`config.mk`:
```
export PLATFORM = sky130hd
export DESIGN_NAME = bin_to_decimal_convertor
export DESIGN_NICKNAME = d
export VERILOG_FILES = /design/src/rtl/bin_to_decimal_convertor.sv
export SDC_FILE = /design/constraint.sdc
export NUM_CORES = 1
export LEC_CHECK = 0
export ABC_AREA = 1
export BUFFER_PORTS_ARGS = -buffer_cell sky130_fd_sc_hd__buf_2
export CAP_MARGIN = 10
export CORE_UTILIZATION = 30
export DETAILED_ROUTE_END_ITERATION = 10
export SYNTH_ARGS = -nofsm -noshare
export SYNTH_HDL_FRONTEND = slang
export SYNTH_SLANG_ARGS = --single-unit
export TNS_END_PERCENT = 30
```
`constraint.sdc`:
```
create_clock -name Clk -period 1.7 [get_ports Clk]
set_input_delay 0.255 -clock Clk [delete_from_list [all_inputs] [get_ports Clk]]
set_output_delay 0.255 -clock Clk [all_outputs]
set_load 0.01 [all_outputs]
```
`src/rtl/bin_to_decimal_convertor.sv`:
```
// Sequential double-dabble binary-to-BCD converter, one input bit per clock.
// Define BIN_TO_DECIMAL_SEG_EN to add a registered 7-segment output (Seg_out).
module bin_to_decimal_convertor #(
    parameter int BIN_WIDTH  = 8,
    parameter int BCD_DIGITS = 3
) (
    input  logic                    Clk,
    input  logic                    Reset_n,
    input  logic                    Start,
    input  logic [BIN_WIDTH-1:0]    Binary_in,
    output logic [4*BCD_DIGITS-1:0] Decimal_out,
`ifdef BIN_TO_DECIMAL_SEG_EN
    output logic [7*BCD_DIGITS-1:0] Seg_out,
`endif
    output logic                    Busy,
    output logic                    Done
);

    localparam int BCD_W = 4 * BCD_DIGITS;
    localparam int TOT_W = BCD_W + BIN_WIDTH;
    localparam int CNT_W = $clog2(BIN_WIDTH + 1);

    typedef enum logic {
        IDLE,
        SHIFT
    } state_t;

    state_t               state_q, state_d;
    logic [BIN_WIDTH-1:0] shift_q, shift_d;
    logic [BCD_W-1:0]     bcd_q, bcd_d;
    logic [CNT_W-1:0]     cnt_q, cnt_d;
    logic [BCD_W-1:0]     decimal_q, decimal_d;
    logic                 busy_q, busy_d;
    logic                 done_q, done_d;

    logic [BCD_W-1:0]     bcd_adj;
    logic [TOT_W-1:0]     shifted;

`ifdef BIN_TO_DECIMAL_SEG_EN
    logic [7*BCD_DIGITS-1:0] seg_q, seg_d;

    // Active-high {g,f,e,d,c,b,a}; non-decimal codes never occur, so they blank.
    function automatic logic [6:0] seg_digit(input logic [3:0] d);
        case (d)
            4'd0:    return 7'b0111111;
            4'd1:    return 7'b0000110;
            4'd2:    return 7'b1011011;
            4'd3:    return 7'b1001111;
            4'd4:    return 7'b1100110;
            4'd5:    return 7'b1101101;
            4'd6:    return 7'b1111101;
            4'd7:    return 7'b0000111;
            4'd8:    return 7'b1111111;
            4'd9:    return 7'b1101111;
            default: return 7'b0000000;
        endcase
    endfunction
`endif

    // Add-3 correction before the shift keeps every digit in 0..9 after doubling.
    always_comb begin
        for (int i = 0; i < BCD_DIGITS; i++) begin
            if (bcd_q[4*i +: 4] >= 4'd5)
                bcd_adj[4*i +: 4] = bcd_q[4*i +: 4] + 4'd3;
            else
                bcd_adj[4*i +: 4] = bcd_q[4*i +: 4];
        end
        shifted = {bcd_adj[BCD_W-2:0], shift_q, 1'b0};
    end

    always_comb begin
        state_d   = state_q;
        shift_d   = shift_q;
        bcd_d     = bcd_q;
        cnt_d     = cnt_q;
        decimal_d = decimal_q;
        busy_d    = busy_q;
        done_d    = 1'b0;
`ifdef BIN_TO_DECIMAL_SEG_EN
        seg_d     = seg_q;
`endif
        case (state_q)
            IDLE: begin
                if (Start) begin
                    shift_d = Binary_in;
                    bcd_d   = '0;
                    cnt_d   = CNT_W'(BIN_WIDTH);
                    busy_d  = 1'b1;
                    state_d = SHIFT;
                end
            end
            SHIFT: begin
                bcd_d   = shifted[TOT_W-1:BIN_WIDTH];
                shift_d = shifted[BIN_WIDTH-1:0];
                cnt_d   = cnt_q - CNT_W'(1);
                if (cnt_q == CNT_W'(1)) begin
                    decimal_d = shifted[TOT_W-1:BIN_WIDTH];
                    done_d    = 1'b1;
                    busy_d    = 1'b0;
                    state_d   = IDLE;
`ifdef BIN_TO_DECIMAL_SEG_EN
                    for (int k = 0; k < BCD_DIGITS; k++)
                        seg_d[7*k +: 7] = seg_digit(shifted[BIN_WIDTH + 4*k +: 4]);
`endif
                end
            end
            default: state_d = IDLE;
        endcase
    end

    always_ff @(posedge Clk or negedge Reset_n) begin
        if (!Reset_n) begin
            state_q   <= IDLE;
            shift_q   <= '0;
            bcd_q     <= '0;
            cnt_q     <= '0;
            decimal_q <= '0;
            busy_q    <= 1'b0;
            done_q    <= 1'b0;
`ifdef BIN_TO_DECIMAL_SEG_EN
            seg_q     <= '0;
`endif
        end else begin
            state_q   <= state_d;
            shift_q   <= shift_d;
            bcd_q     <= bcd_d;
            cnt_q     <= cnt_d;
            decimal_q <= decimal_d;
            busy_q    <= busy_d;
            done_q    <= done_d;
`ifdef BIN_TO_DECIMAL_SEG_EN
            seg_q     <= seg_d;
`endif
        end
    end

    assign Decimal_out = decimal_q;
    assign Busy        = busy_q;
    assign Done        = done_q;
`ifdef BIN_TO_DECIMAL_SEG_EN
    assign Seg_out     = seg_q;
`endif

endmodule
```
-- After elaboration in Yosys (flattened, before gate mapping)
Cells that the tools add are included.
- $add $sub $neg: 4
- magnitude comparators: 3
- eq/ne operators: 3
- muxes and demuxes: 17
- bitwise logic cells: 1
- reductions and logical operators: 2
- operators with widths (kind ; number):
    $pmux W12 S2 ; 1
    $pmux W8 S2 ; 1
    $ge A4 B3 Y1 const B ; 3
    $mux W12 ; 1
    $mux W4 ; 3
    $add A4 B2 Y4 const B ; 2
    $mux W8 ; 1
    $pmux W4 S2 ; 1
    $mux W1 ; 6
    $eq A4 B1 Y1 const B ; 1
    $pmux W1 S2 ; 2
    $reduce_and A2 Y1 ; 2
    $sub A4 B1 Y4 const B ; 1
    $add A3 B2 Y3 const B ; 1
    $mux W3 ; 1
    $ne A2 B1 Y1 const B ; 1
    $ne A2 B2 Y1 const B ; 1
    $not A1 Y1 ; 1
- register bits: 39
- output and inout bits: 14

-- Longest topological paths before layout
- depth after elaboration: 3
- depth in mapped cells: 8
- gate-level depth less buffers: 8

-- Worst setup path before layout
Ideal clock, no wire load.
- path kind: reg2reg
- from: reg bcd_q[4]
- to: reg decimal_q[5], in the netlist Decimal_out[5]
- library setup time: 0.118 ns
- arrival time: 1.062 ns
- path slack: 0.520 ns
- stages on the path, launching flop included: 9
- buffers on the path: 0
- period minus slack after synthesis: 1.180 ns
- cell sequence: dfrtp_1 > inv_1 > ha_1 > inv_1 > nand2_1 > nand3_1 > nand2_1 > nand3_1 > nand2_1
- cells in the longest elaborated chain, start to end: 2
- elaborated cells between the ends (all ways): 3
- ends and longest elaborated chain (what ; RTL line ; source):
    start, declared ; 30 ; logic [BCD_W-1:0] bcd_q, bcd_d;
    start signal, assigned ; 115 ; bcd_q <= '0;
    start signal, assigned ; 126 ; bcd_q <= bcd_d;
    $add A4 B2 Y4 / $ge A4 B3 Y1 (equally long branches) ; 64, 63 ;
    $mux W4 * ; 63 ; if (bcd_q[4*i +: 4] >= 4'd5)
    end signal, assigned ; 128 ; decimal_q <= decimal_d;
    end, declared ; 32 ; logic [BCD_W-1:0] decimal_q, decimal_d;
Mark *: on every way between the ends. The rest lies on a longest branch, timed or not.
A chain may end at the register's enable or synchronous reset.

-- Worst setup path after layout
- from: reg bcd_q[0]
- to: reg decimal_q[2], in the netlist Decimal_out[2]
The elaborated chain is that of the path after synthesis.

==> metrics.yaml <==
run_status:
  status: "completed"
route:
  routedWlPerCell_um: 12.2
  routed_wl_mm: 3.90
  via_per_inst: 4.65
  ant_nets: 0
  vias: 1487
  dr.first_iter.drc_count: 70
  drc_errors: 0
  dr.pass1.iters: 4
final_layout:
  fillers: 639
  n_antenna_cell: 0
  nNetsFinal: 263
  area_growth_pct: 17.5
  drive_gt1_frac: 0.184
  fin_util: 0.369
synthesis:
  synth_cells: 212
  synth.distinct_cells: 23
  yosysSeqAreaShare: 0.521
  synth_warnings: 0
  synth_seq_cells: 39
  avgSynthCellArea_um2: 8.83
  syn-cell-area_um2: 1870
  syn_nets: 231
timing:
  drv_slew: 0
  clock-skew-final_ns: 0.00359
  finalSetupViolCount: 0
  fin_crit_ns: 1.38
  max_slew_margin: 0.670
  hold_viol_final: 0
  hold_ws_ns: 0.168
  fmax_mhz: 726
  period_share: 0.810
  tightest_slew_ns: 0.495
  rsz0062_at_grt: "no"
  fin_setup_tns_ns: 0
placement:
  hpwl_mm: 2.71
  portBuffers: 24
  gp_congestion: 0.770
min_path:
  holdPathStages: 3
  hold_start: "Binary_in[0]"
  min_path_type: "in2reg"
  holdPathEnd: "shift_q[0]"
power:
  leakage_nw: 1.13
  p_int_w: 0.00249
  p_per_area_nw_per_um2: 1970
  ir_worst_vdd_mv: 0.696
  comb_power_share: 0.454
  switchingPower_w: 0.00185
  p_clk_frac: 0.159
  p_sw_frac: 0.426
  pwr-share-seq: 0.386
grt:
  met2_usage: 0.200
  grt_usage: 0.138
  grt_pass1_wl_mm: 6.69
  busiest_layer: "met2"
  use_met3: 0.0416
  antenna_found_initial: 0
  grt_start_max_net_pins: 21
  grt_use_met1: 0.185
  overflow: 0
  grt_pass1_vias: 1442
setup_path:
  end_kind: "flip-flop"
  rr_startpoint: "bcd_q[0]"
  critPathSlowestCell: "dfrtp_1"
  r2r_cells: 8
  cp_max_fo: 4
  critPathBufInv: 2
  cpMostUsedCell: "nand2_1"
  max_stage_delay_ns: 0.40
  path_class: "reg2reg"
  critPathLaunch: "bcd_q[0]"
  crit_arrival_ns: 1.56
  worstPathRequired_ns: 1.88
  cp_cell_sequence: "inv_1 -> ha_1 -> inv_1 -> nand2_1 -> nand3_1 -> nand2_1 -> nand3_1 -> nand2_1"
  start_kind: "flip-flop"
  path_depth: 8
  rrSetupSlack_ns: 0.32
  cp_top_family: "simple AND/OR/NAND/NOR gates"
  worstReg2RegEnd: "Decimal_out[2]"
cts:
  cts_resized: 0
  cts_root_buf: "clkbuf_8"
  clock_sinks: 39
  cts_buffer_depth: 2
  htreeDepth: 2
  numCtsBuffers: 5
  cts_tree: "done"
  cts_setup_buffers: 0
  clk_pin_slew_ns: 0.07
  cts.hold.buffers_added: 1
  clk_latency_ns: 0.29
floorplan:
  initial_utilization: 0.314
  die_x_um: 81.0
  fp-row-count: 28
  die_h_um: 81.0
  core_area_um2: 5960
  design.die.area_um2: 6560
  io_pins: 25
run:
  cap_viol_max_count: 0
## per-layer routing
metal,vias to the layer above,part of all wire
li1,758,-
met1,694,0.51
met2,29,0.43
met3,6,0.055
met4,0,0.012
met5,-,0
## layout make-up
type                       instances  area [um2]  share of cell area
tap                               75        93.8              0.0427
multi-input combinational        147         763               0.347
sequential                        39         976               0.444
timing repair buffer              29         173              0.0785
inverter                          22        93.8              0.0427
clock buffer                       8         100              0.0455
## logic make-up after synthesis
family,after synthesis,share of synthesized area
xor gates and xnor gates,1,0.00468
AOI/OAI and AO/OA,22,0.0675
adders and majority gates,8,0.0535
and+or+nand+nor,116,0.282
DFF,39,0.521
buffers and inverters,26,0.0708
## worst max-delay path by stage
stage	endpoint	slack (ns)
final	Decimal_out[2]	0.32
after global routing	Decimal_out[6]	0.20
after CTS	Decimal_out[2]	0.34
after detailed placement	bcd_q[2]	0.35
after global placement	Decimal_out[5]	0.40
after floorplan	Decimal_out[5]	0.52
## flip-flops by register name, summed over array words and instances (netlist names)
name	flops
state_q	1
bcd_q	12
cnt_q	4
Busy	1
shift_q	8
Decimal_out	12
Done	1
## cells in the final DEF, fill, tap and decap left out, drive strengths merged
cell type | netlist | layout
inv | 21 | 21
nand4 | 7 | 7
o22ai | 6 | 6
clkbuf | 0 | 8
xnor2 | 1 | 1
o211ai | 2 | 2
clkinv | 1 | 1
dfrtp | 39 | 39
nand2 | 76 | 76
nor2 | 6 | 6
o21ai | 14 | 14
ha | 8 | 8
buf | 4 | 28
nand3 | 27 | 27
dlygate4sd3 | 0 | 1
## power groups by stage
stage	clock network (W)	registers (W)	logic (W)
finish	0.000691	0.00167	0.00197
global route	0.000748	0.00173	0.00227
CTS	0.000717	0.00168	0.00199
detailed placement	0	0.00170	0.00197
global placement	0	0.00169	0.00193
floorplan	0	0.00168	0.00143
## per-stage QoR
stage	setup slack [ns]	std cells	total power (W)	instance area, um2
6_report	0.323	320	0.00433	2200
2_1_floorplan	0.520	212	0.00311	1870
5_1_grt	0.203	320	0.00475	2200
4_1_cts	0.337	320	0.00439	2200
3_3_place_gp	0.402	311	0.00362	2090
3_5_place_dp	0.352	311	0.00367	2090
## Yosys cell counts (all sizes together)
library cell	instances	area, um2
nand2	76	302
dfrtp	39	976
nand3	27	148
inv	21	88.8
o21ai	14	73.8
ha	8	100
nand4	7	43.8
nor2	6	35.0
o22ai	6	37.5
buf	4	38.8
o211ai	2	15.0
clkinv	1	5.00
xnor2	1	8.76
## worst reg2reg max path, delay by kind of cell, from the launching register on
kind                     cells  cell delay [ns]
AND/OR/NAND/NOR              5             0.50
flip-flops                   1             0.40
adder cells (fa/ha/maj)      1             0.22
buffers and inverters        2             0.15
No activity file was read; power rests on OpenSTA's default activity.
